[config.mk]
export PLATFORM = sky130hd
export DESIGN_NAME = sipo_rx
export DESIGN_NICKNAME = d
export VERILOG_FILES = /design/src/rtl/sipo_rx.sv
export SDC_FILE = /design/constraint.sdc
export NUM_CORES = 1
export LEC_CHECK = 0
export BUFFER_PORTS_ARGS = -buffer_cell sky130_fd_sc_hd__buf_4
export CORE_AREA = 2 2 39 41
export DETAILED_ROUTE_END_ITERATION = 8
export DIE_AREA = 0 0 41 43
export PLACE_DENSITY = 0.67
export SYNTH_ARGS = -nofsm -noshare
export SYNTH_HDL_FRONTEND = slang
export SYNTH_SLANG_ARGS = --single-unit
[constraint.sdc]
create_clock -name clk -period 1.68 [get_ports clk]
set_clock_uncertainty 0.2 [all_clocks]
set_input_delay 0.168 -clock clk [delete_from_list [all_inputs] [get_ports clk]]
set_output_delay 0.168 -clock clk [all_outputs]
set_load 0.01 [all_outputs]
[src/rtl/sipo_rx.sv]
// LSB-first serial-to-parallel receiver with a one-word valid/ready holding register and sticky overrun.
// Optional even-parity bit after the MSB when SIPO_PARITY_EN is defined; otherwise parity_err is tied low.
module sipo_rx #(
  parameter int WIDTH = 4
) (
  input  logic             clk,
  input  logic             reset,
  input  logic             sin,
  input  logic             sin_valid,
  input  logic             sync,
  input  logic             out_ready,
  input  logic             ovr_clr,
  output logic [WIDTH-1:0] out,
  output logic             out_valid,
  output logic             overrun,
  output logic             parity_err,
  output logic             busy
);

`ifdef SIPO_PARITY_EN
  localparam int FRAME = WIDTH + 1;
`else
  localparam int FRAME = WIDTH;
`endif
  localparam int CW = (FRAME > 2) ? $clog2(FRAME) : 1;
  localparam logic [CW-1:0] LAST_CNT = CW'(FRAME - 1);

  // State is carried by the bit counter; this enum only names it.
  typedef enum logic {
    COLLECT = 1'b0,
    LAST    = 1'b1
  } state_t;

  logic [WIDTH-1:0] r_sr;
  logic [CW-1:0]    r_cnt;
  logic [WIDTH-1:0] r_out;
  logic             r_out_valid;
  logic             r_overrun;

  state_t           w_state;
  logic [CW-1:0]    w_eff_cnt;
  logic [CW-1:0]    w_cnt_nxt;
  logic [WIDTH-1:0] w_sr_nxt;
  logic [WIDTH-1:0] w_out_nxt;
  logic             w_done;
  logic             w_slot_free;
  logic             w_load;
  logic             w_drop;
  logic             w_vld_nxt;
  logic             w_ovr_nxt;

  always_comb begin
    w_eff_cnt   = sync ? '0 : r_cnt;
    w_state     = (w_eff_cnt == LAST_CNT) ? LAST : COLLECT;
    w_sr_nxt    = sync ? '0 : r_sr;
    w_cnt_nxt   = w_eff_cnt;
    w_done      = 1'b0;

    for (int k = 0; k < WIDTH; k++) begin
      if (sin_valid && (w_eff_cnt == CW'(k))) begin
        w_sr_nxt[k] = sin;
      end
    end

    if (sin_valid) begin
      if (w_state == LAST) begin
        w_cnt_nxt = '0;
        w_done    = 1'b1;
      end else begin
        w_cnt_nxt = w_eff_cnt + CW'(1);
      end
    end

    // A word completing on the same edge the consumer accepts reuses the slot.
    w_slot_free = !r_out_valid || out_ready;
    w_load      = w_done && w_slot_free;
    w_drop      = w_done && !w_slot_free;

    w_out_nxt   = w_load ? w_sr_nxt : r_out;

    if (w_load) begin
      w_vld_nxt = 1'b1;
    end else if (r_out_valid && out_ready) begin
      w_vld_nxt = 1'b0;
    end else begin
      w_vld_nxt = r_out_valid;
    end

    if (w_drop) begin
      w_ovr_nxt = 1'b1;
    end else if (ovr_clr) begin
      w_ovr_nxt = 1'b0;
    end else begin
      w_ovr_nxt = r_overrun;
    end
  end

  always_ff @(posedge clk or posedge reset) begin
    if (reset) begin
      r_sr        <= '0;
      r_cnt       <= '0;
      r_out       <= '0;
      r_out_valid <= 1'b0;
      r_overrun   <= 1'b0;
    end else begin
      r_sr        <= w_sr_nxt;
      r_cnt       <= w_cnt_nxt;
      r_out       <= w_out_nxt;
      r_out_valid <= w_vld_nxt;
      r_overrun   <= w_ovr_nxt;
    end
  end

`ifdef SIPO_PARITY_EN
  logic r_parity_err;
  logic w_par_nxt;

  // At completion all data bits already sit in r_sr and sin is the parity bit.
  always_comb begin
    w_par_nxt = w_load ? ((^r_sr) ^ sin) : r_parity_err;
  end

  always_ff @(posedge clk or posedge reset) begin
    if (reset) begin
      r_parity_err <= 1'b0;
    end else begin
      r_parity_err <= w_par_nxt;
    end
  end

  assign parity_err = r_parity_err;
`else
  assign parity_err = 1'b0;
`endif

  assign out       = r_out;
  assign out_valid = r_out_valid;
  assign overrun   = r_overrun;
  assign busy      = (r_cnt != '0);

endmodule

# Word level (Yosys, flattened, before mapping)
# Cells that the tools add are included.
word_totals:
  n_memories: 0
  inputBits: 7
  romBits: 0
  latch_bits: 0
  register_bits: 12
  ramBits: 0
op_classes:
  div_mod_pow: 0
  n_reduce_logical: 14
  muxes: 15
  addsub: 1
  bitwise: 0
  shifts: 0
  magnitude_cmp: 0
  n_mul: 0
  n_eq_ne: 3
op_table:
  columns: ["op", "n"]
  rows:
  - ["two-way mux 1 bit", 11]
  - ["logical AND 1 bit", 7]
  - ["two-way mux 2 bit", 3]
  - ["nonzero test 2 bit", 3]
  - ["== test 2 bit, second input constant", 2]
  - ["two-way mux 4 bit", 1]
  - ["adder 2 x 1 -> 2 bit, second input constant", 1]
  - ["== test 2 x 1 -> 1 bit, second input constant", 1]
  - ["logical NOT 1 bit", 2]
  - ["logical NOT 2 bit", 1]
  - ["logical OR 1 bit", 1]

# Longest topological paths before layout
# Gate-level depths: netlist of the first run.
depth:
  ltp_word: 7
  depth_mapped: 5

# Worst setup path before layout of the first run
# No wires, ideal clock.
synth_path:
  path_kind: "flip-flop to flip-flop"
  from: "register r_cnt[0]"
  to: "register r_out[0], in the netlist out[0]"
  path_slack_ps: 17
  setup_ps: 125
  n_path_buf: 0
  t_arrival_ps: 1338
  synth_period_minus_slack_ps: 1663
  stages_incl_launch_ff: 6
  cell_sequence: "dfrtp_1 -> nand2b_1 -> ha_1 -> nand2_4 -> mux2_4 -> mux2_4"
synth_lines:
  columns: ["element", "line", "source"]
  rows:
  - ["from (decl)", "35", "logic [CW-1:0] r_cnt;"]
  - ["from (signal assigned)", "107", "r_cnt <= w_cnt_nxt;"]
  - ["two-way mux 2 bit", "53", "w_eff_cnt = sync ? '0 : r_cnt;"]
  - ["logical NOT 2 bit", "60", "if (sin_valid && (w_eff_cnt == CW'(k))) begin"]
  - ["logical AND 1 bit", "60", null]
  - ["two-way mux 1 bit", "60", null]
  - ["via w_sr_nxt[0]", "43", "logic [WIDTH-1:0] w_sr_nxt;"]
  - ["to (signal assigned)", "108", "r_out <= w_out_nxt;"]
  - ["to (decl)", "36", "logic [WIDTH-1:0] r_out;"]
# The timed path passes the listed nets, and every way through them passes these cells.
# A chain may end at the register's enable or synchronous reset.

# Worst setup path after layout of the first run
# Ends and elaborated chain as after synthesis.

==> flow_summary.yaml, run 1 <==
clock_network:
  h-tree-depth: 1
  tritoncts: "done"
  numCtsBuffers: 3
  clk_latency_ns: 0.27
  clock_sinks: 11
  cts_root_buf: "clkbuf_4"
  clk_pin_slew_ns: 0.07
  cts_buffer_depth: 2
  cts_resized: 0
synth:
  syn_nets: 50
  synth.avg_cell_area_sq_um: 12.7
  synth_seq_cells: 11
  synth_cell_types: 21
  syn_inst: 42
  netlist_area_sq_um: 534
  ys_seq_area_frac: 0.515
  yosysWarnings: 0
placement:
  dp_hpwl_um: 631
  placed_area_sq_um: 656
  dp_slack_ns: 0.0360
  place_congestion: 0.712
  port_buffers: 13
critical_path:
  crit_required_ns: 1.64
  reg2reg_from: "r_cnt[0]"
  r2r_end: "out[0]"
  cp-start-kind: "flop"
  setup.worst_path.class: "reg2reg"
  r2r_slack_ns: 0.07
  arrival_ns: 1.58
  worst-path-max-fanout: 2
  cp-end-kind: "flop"
  reg2reg_depth: 5
route:
  ant_nets: 0
  avgRoutedWirePerCell_um: 11.3
  drc: 0
  viasPerCell: 4.60
  first_pass_iters: 4
  first_iter_violations: 1
  routed_wl_um: 923
  vias: 377
floorplanning:
  num_rows: 14
  dieArea_sq_um: 1760
  fp.dieW_um: 41
  core_area_sq_um: 1380
  start_util: 0.386
  die_h_um: 43
  io_pins: 15
outcome:
  status: "finished, final reports clean"
power_and_ir_drop:
  p_switching_uw: 205
  p_seq_frac: 0.457
  swShare: 0.279
  intPower_uw: 528
  peakVddDrop_uv: 557
  power_leakage_uw: 0.000399
  power.density_nw_per_um2: 988
  p_comb_frac: 0.292
  pwr-share-clk: 0.251
sta:
  rsz0062_at_grt: "no"
  tns_ns: 0
  setup_violations: 0
  period_share: 0.961
  maxSlewViolCount: 0
  setup_ws_ns: 0.0651
  hold_viol: 0
  post-route-min-period_ns: 1.61
  hold_slack_ns: 0.00238
  fmax_mhz: 619
cells_and_area:
  final_layout_size_suffix_gt1_frac: 0.379
  fin_util: 0.536
  final_cell_mix: "16 x buf_4, 11 x dfrtp_1, 6 x dlygate4sd3_1"
  final_common_cell: "buf_4"
  nets: 75
  area_delta_synth_final_pct: 38.9
  diodes: 0
  fin_area_sq_um: 742
worst_hold_path:
  hold_path.class: "in2reg"
  holdCritStartpoint: "sync"
  hold_path_end: "r_cnt[1]"
  hold_depth: 3
global_routing:
  grt_overflow: 0
  grt_pass1_wl_mm: 1.44
  grt_use_total: 0.134
  antenna_found_initial: 0
  grt_max_degree: 12
  grt_pass1_vias: 313
job:
  max_cap_violations: 0
==> area by class of cell <==
cell class | count | area [sq um]
clock buffer | 4 | 26.3
multi-input combinational | 26 | 229
sequential | 11 | 275
timing repair buffer | 22 | 180
fill | 128 | 642
tap | 16 | 20.0
inverter | 3 | 11.3
==> how the worst max path moves through the flow <==
stage	startpoint	end
detailed placement	sync	out[0]
finish	r_cnt[0]	out[0]
global placement	sync	out[0]
CTS	r_cnt[0]	out[0]
global route	r_cnt[0]	out[0]
floorplan	r_cnt[0]	out[0]
==> stage by stage <==
stage	power [uW]	std cells
after floorplan	448	42
after global placement	541	72
after detailed placement	544	72
after CTS	741	82
after global routing	776	82
final	733	82
==> metal layers <==
layer	wire, um	track usage
met4	32	0.120
met3	54	0.0471
met5	0	0
met2	418	0.178
met1	418	0.160
==> cells by family after synthesis <==
| logic type | count (synthesis) | synth area share |
|---|---|---|
| multiplexers | 7 | 0.155 |
| XOR/XNOR | 1 | 0.0164 |
| buffers and inverters | 5 | 0.0562 |
| other | 1 | 0.00702 |
| AO/OA/AOI/OAI | 2 | 0.0211 |
| AND/OR/NAND/NOR | 14 | 0.206 |
| flip-flops | 11 | 0.515 |
| adder cells (fa/ha/maj) | 1 | 0.0234 |
==> flip-flops by register name (all words and copies together), names as in the netlist <==
register   count
r_cnt          2
overrun        1
out_valid      1
out            4
r_sr           3
==> cells in the mapped netlist (all sizes together) <==
cell type	count	area (sq um)
o21ai	1	5.00
or2	1	6.26
dfrtp	11	275
conb	1	3.75
nand2	3	18.8
ha	1	12.5
nand2b	3	18.8
nor2b	2	20.0
buf	2	18.8
xnor2	1	8.76
nor2	2	7.51
o22ai	1	6.26
nand3b	2	15.0
inv	3	11.3
mux2	4	52.6
nand4b	1	23.8
mux2i	3	30.0
==> timing repair <==
item,4_1_cts,5_1_grt
buffers inserted,0,0
hold buffers,6,0
endpoints found under the hold margin,19,0
==> power by group through the flow <==
stage          Clock [uW]  Sequential, uW  Combinational (uW)
5_1_grt               204             341                 232
3_5_place_dp            0             338                 207
2_1_floorplan           0             358                89.8
3_3_place_gp            0             338                 203
4_1_cts               189             334                 217
6_report              184             335                 214
==> worst max-delay path, stage by stage (launching register included) <==
cell and delay, ns:
dfrtp_1 0.38, nand2b_1 0.12, ha_1 0.20, nand2_4 0.06, mux2_4 0.30, mux2_4 0.25
Power figures use the tool's default switching activity.
==> inputs of run 2 (changes only) <==
--- a/config.mk
+++ b/config.mk
@@ -7,6 +7,7 @@
 export LEC_CHECK = 0
 export BUFFER_PORTS_ARGS = -buffer_cell sky130_fd_sc_hd__buf_4
 export CORE_AREA = 2 2 39 41
+export CTS_BUF_LIST = sky130_fd_sc_hd__clkbuf_4
 export DETAILED_ROUTE_END_ITERATION = 8
 export DIE_AREA = 0 0 41 43
 export PLACE_DENSITY = 0.67
==> flow_summary.yaml, run 2 (same netlist as run 1, synthesis figures left out) <==
placement:
  port_buffers: 13
  dp_hpwl_um: 631
  place_congestion: 0.712
  dp_slack_ns: 0.0360
  placed_area_sq_um: 656
route:
  vias: 377
  ant_nets: 0
  drc: 0
  routed_wl_um: 961
  avgRoutedWirePerCell_um: 11.6
  first_pass_iters: 4
  viasPerCell: 4.54
  first_iter_violations: 7
clock_network:
  cts_root_buf: "clkbuf_4"
  clock_sinks: 11
  clk_latency_ns: 0.27
  numCtsBuffers: 3
  cts_resized: 0
  clk_pin_slew_ns: 0.07
  post_cts_buffers: 0
  cts_buffer_depth: 2
  h-tree-depth: 1
  tritoncts: "done"
sta:
  maxSlewViolCount: 0
  hold_slack_ns: 0.0318
  period_share: 0.962
  hold_viol: 0
  rsz0062_at_grt: "no"
  fmax_mhz: 619
  setup_violations: 0
  tns_ns: 0
  post-route-min-period_ns: 1.62
  setup_ws_ns: 0.0641
critical_path:
  cp_slowest_cell: "dfrtp_1"
  worst-path-max-fanout: 2
  crit_path_frequent_cell: "mux2_4"
  setup.worst_path.class: "reg2reg"
  cp-end-kind: "flop"
  cpPeakStageDelay_ns: 0.38
  crit_required_ns: 1.64
  cp-start-kind: "flop"
  arrival_ns: 1.58
  crit_chain: "nand2b_1 > ha_1 > nand2_4 > mux2_4 > mux2_4"
global_routing:
  grt_pass1_wl_mm: 1.49
  grt_use_total: 0.138
  grt_max_degree: 12
  antenna_found_initial: 0
  grt_pass1_vias: 330
  grt_overflow: 0
job:
  max_cap_violations: 0
cells_and_area:
  area_delta_synth_final_pct: 41.5
  nets: 76
  fin_util: 0.546
  final_common_cell: "buf_4"
  nFillCells: 127
  fin_area_sq_um: 756
  largest_reg_flops: 4
  final_layout_size_suffix_gt1_frac: 0.388
  final_cell_mix: "16 x buf_4, 11 x dfrtp_1, 7 x dlygate4sd3_1, 4 x clkbuf_4"
  diodes: 0
outcome:
  status: "finished, final reports clean"
floorplanning:
  die_h_um: 43
  core_area_sq_um: 1380
  start_util: 0.386
  fp.dieW_um: 41
  dieArea_sq_um: 1760
  io_pins: 15
  num_rows: 14
power_and_ir_drop:
  peakVddDrop_uv: 524
  power.density_nw_per_um2: 996
  power_leakage_uw: 0.000404
worst_hold_path:
  hold_path.class: "in2reg"
-- run 2: metal layers --
| metal | wire length [um] | part of all wire | up-vias | GRT usage |
|---|---|---|---|---|
| met2 | 432 | 0.45 | 15 | 0.188 |
| met5 | 0 | 0 | - | 0 |
| met1 | 426 | 0.44 | 172 | 0.163 |
| li1 | - | - | 186 | - |
| met3 | 71 | 0.074 | 4 | 0.0471 |
| met4 | 30 | 0.031 | 0 | 0.120 |
-- run 2: worst max-delay path, delay by kind of cell (launching register included) --
family,cells,cell delay [ns]
mux,2,0.55
flops,1,0.38
fa+ha+maj,1,0.20
simple gates,2,0.18
-- run 2: cell type report --
class                      instances  area (sq um)  share of cell area
sequential                        11           275               0.364
timing repair buffer              23           190               0.252
tap                               16          20.0              0.0265
multi-input combinational         26           229               0.303
clock buffer                       4          30.0              0.0397
inverter                           3          11.3              0.0149
-- run 2: worst paths after layout --
path / start / endpoint / slack [ns] / cells past startpoint
worst max-delay path: r_cnt[0] / out[0] / 0.06 / 5
worst min-delay path: sync / r_cnt[0] / 0.03 / 3
worst min register to register: out[3] / out[3] / 0.29 / 1
max in group asynchronous: reset / out[3] / 0.74 / 3
worst max register to register: r_cnt[0] / out[0] / 0.06 / 5
min in group asynchronous: reset / overrun / 0.24 / 3
-- run 2: power breakdown --
group | total, uW | switching [uW] | leakage [uW] | internal [uW]
combinational | 217 | 89.3 | 0.000241 | 128
sequential | 335 | 24.7 | 0.000145 | 311
clock | 200 | 91.7 | 0.0000184 | 108
-- run 2: repair_timing --
item | 4_1_cts | 5_1_grt
hold buffers | 7 | 0
hold endpoints to repair | 19 | 0
endpoints found under the setup margin | 0 | 0
-- run 2: per-stage QoR --
stage | instances | total power (uW)
global placement | 72 | 541
global route | 83 | 799
CTS | 83 | 764
floorplan | 42 | 448
finish | 83 | 752
detailed placement | 72 | 544
==> inputs of run 3 (changes only) <==
--- a/config.mk
+++ b/config.mk
@@ -10,7 +10,7 @@
 export CTS_BUF_LIST = sky130_fd_sc_hd__clkbuf_4
 export DETAILED_ROUTE_END_ITERATION = 8
 export DIE_AREA = 0 0 41 43
-export PLACE_DENSITY = 0.67
+export REMOVE_ABC_BUFFERS = 1
 export SYNTH_ARGS = -nofsm -noshare
 export SYNTH_HDL_FRONTEND = slang
 export SYNTH_SLANG_ARGS = --single-unit
==> constraint.sdc (replaced) <==
create_clock -name clk -period 1.9 [get_ports clk]
set_clock_uncertainty 0.2 [all_clocks]
set_input_delay 0.19 -clock clk [delete_from_list [all_inputs] [get_ports clk]]
set_output_delay 0.19 -clock clk [all_outputs]
set_load 0.01 [all_outputs]
==> flow_summary.yaml, run 3 (same netlist as run 1, synthesis figures left out) <==
sta:
  period_share: 0.897
  fmax_mhz: 587
  setup_violations: 0
  hold_slack_ns: 0.0332
  post-route-min-period_ns: 1.70
  tns_ns: 0
  maxSlewViolCount: 0
  rsz0062_at_grt: "no"
  hold_viol: 0
route:
  first_pass_iters: 4
  drc: 0
  ant_nets: 0
  viasPerCell: 4.66
  vias: 368
  routed_wl_um: 937
  first_iter_violations: 4
  avgRoutedWirePerCell_um: 11.9
worst_hold_path:
  hold_path.class: "in2reg"
  hold_depth: 3
  hold_path_end: "out_valid"
  holdCritStartpoint: "out_ready"
floorplanning:
  num_rows: 14
  start_util: 0.386
  dieArea_sq_um: 1760
  core_area_sq_um: 1380
  die_h_um: 43
  io_pins: 15
  fp.dieW_um: 41
placement:
  place_congestion: 0.728
  dp.cells: 70
  port_buffers: 13
critical_path:
  reg2reg_depth: 5
  worst-path-max-fanout: 5
  cp-start-kind: "flop"
  crit_chain: "nand2b_1 > ha_1 > nand2_4 > mux2_4 > mux2_4"
  reg2reg_from: "r_cnt[1]"
  crit_path_frequent_cell: "mux2_4"
  cp_slowest_cell: "dfrtp_1"
  r2r_end: "out[0]"
  critPathBufInv: 0
  crit_required_ns: 1.85
  cp-end-kind: "flop"
  arrival_ns: 1.65
  crit_family: "multiplexers"
  cpPeakStageDelay_ns: 0.45
  critPathLaunch: "r_cnt[1]"
  r2r_slack_ns: 0.20
  setup.worst_path.class: "reg2reg"
cells_and_area:
  finalNonFillerCells: 79
  area_delta_synth_final_pct: 34.9
  regArea_sq_um: 275
  final_cell_mix: "14 x buf_4, 11 x dfrtp_1, 5 x dlygate4sd3_1, 4 x clkbuf_4"
  nFillCells: 140
  final_common_cell: "buf_4"
  nets: 72
  final_layout_size_suffix_gt1_frac: 0.381
  multi_input_area_sq_um: 229
  largest_reg_flops: 4
  diodes: 0
power_and_ir_drop:
  peakVddDrop_uv: 383
  power_leakage_uw: 0.000388
  power.density_nw_per_um2: 901
clock_network:
  cts_root_buf: "clkbuf_4"
  numCtsBuffers: 3
  clk_latency_ns: 0.26
  clock_sinks: 11
  clk_pin_slew_ns: 0.07
  h-tree-depth: 1
  cts_buffer_depth: 2
  hold_buffers: 5
  tritoncts: "done"
  cts_resized: 0
  post_cts_buffers: 0
global_routing:
  grt_overflow: 0
  antenna_found_initial: 0
  grt_pass1_wl_mm: 1.59
  grt_pass1_vias: 372
  grt_use_total: 0.141
  grt_max_degree: 12
job:
  max_cap_violations: 0
outcome:
  status: "finished, final reports clean"
==> run 3: cell count changes in the layout (fill, tap and decap cells not counted), sizes merged <==
cell         delta
dlygate4sd3     -2
buf             -2
==> run 3: worst register-to-register path, cell delays in order, from the launching register on <==
cell and delay, ns:
dfrtp_1 0.45, nand2b_1 0.10, ha_1 0.22, nand2_4 0.07, mux2_4 0.29, mux2_4 0.26
==> run 3: layer usage <==
metal  global-route usage  wire length, um  vias to the layer above
met3               0.0628               45                        0
met1                0.175              402                      179
met4               0.0600                0                        0
li1                     -                -                      178
met5                    0                0                        -
met2                0.203              488                       11
==> run 3: power by group <==
part | internal (uW) | switching, uW
combinational | 105 | 74.0
sequential | 275 | 23.3
clock | 95.4 | 77.1
==> run 3: worst max-delay path by stage <==
stage,to,slack (ns),cells after the start
2_1_floorplan,out[0],0.24,5
3_3_place_gp,out[0],0.22,6
3_5_place_dp,out[0],0.20,6
4_1_cts,out[0],0.19,5
5_1_grt,out[0],0.14,5
6_report,out[0],0.20,5
==> run 3: cell type report <==
type | instances | area share
inverters | 3 | 0.0156
flip-flops and latches | 11 | 0.382
multi-input cells | 26 | 0.318
repair buffers | 19 | 0.215
well taps | 16 | 0.0278
clock buffers | 4 | 0.0417
==> run 3: through the flow <==
stage	util	worst slack (ns)	instance area [sq um]	power (uW)
after floorplan	-	0.237	515	390
after global placement	0.463	0.217	641	470
after detailed placement	0.463	0.197	641	477
after CTS	0.521	0.186	721	658
after global routing	0.521	0.141	721	694
final	0.521	0.196	721	649
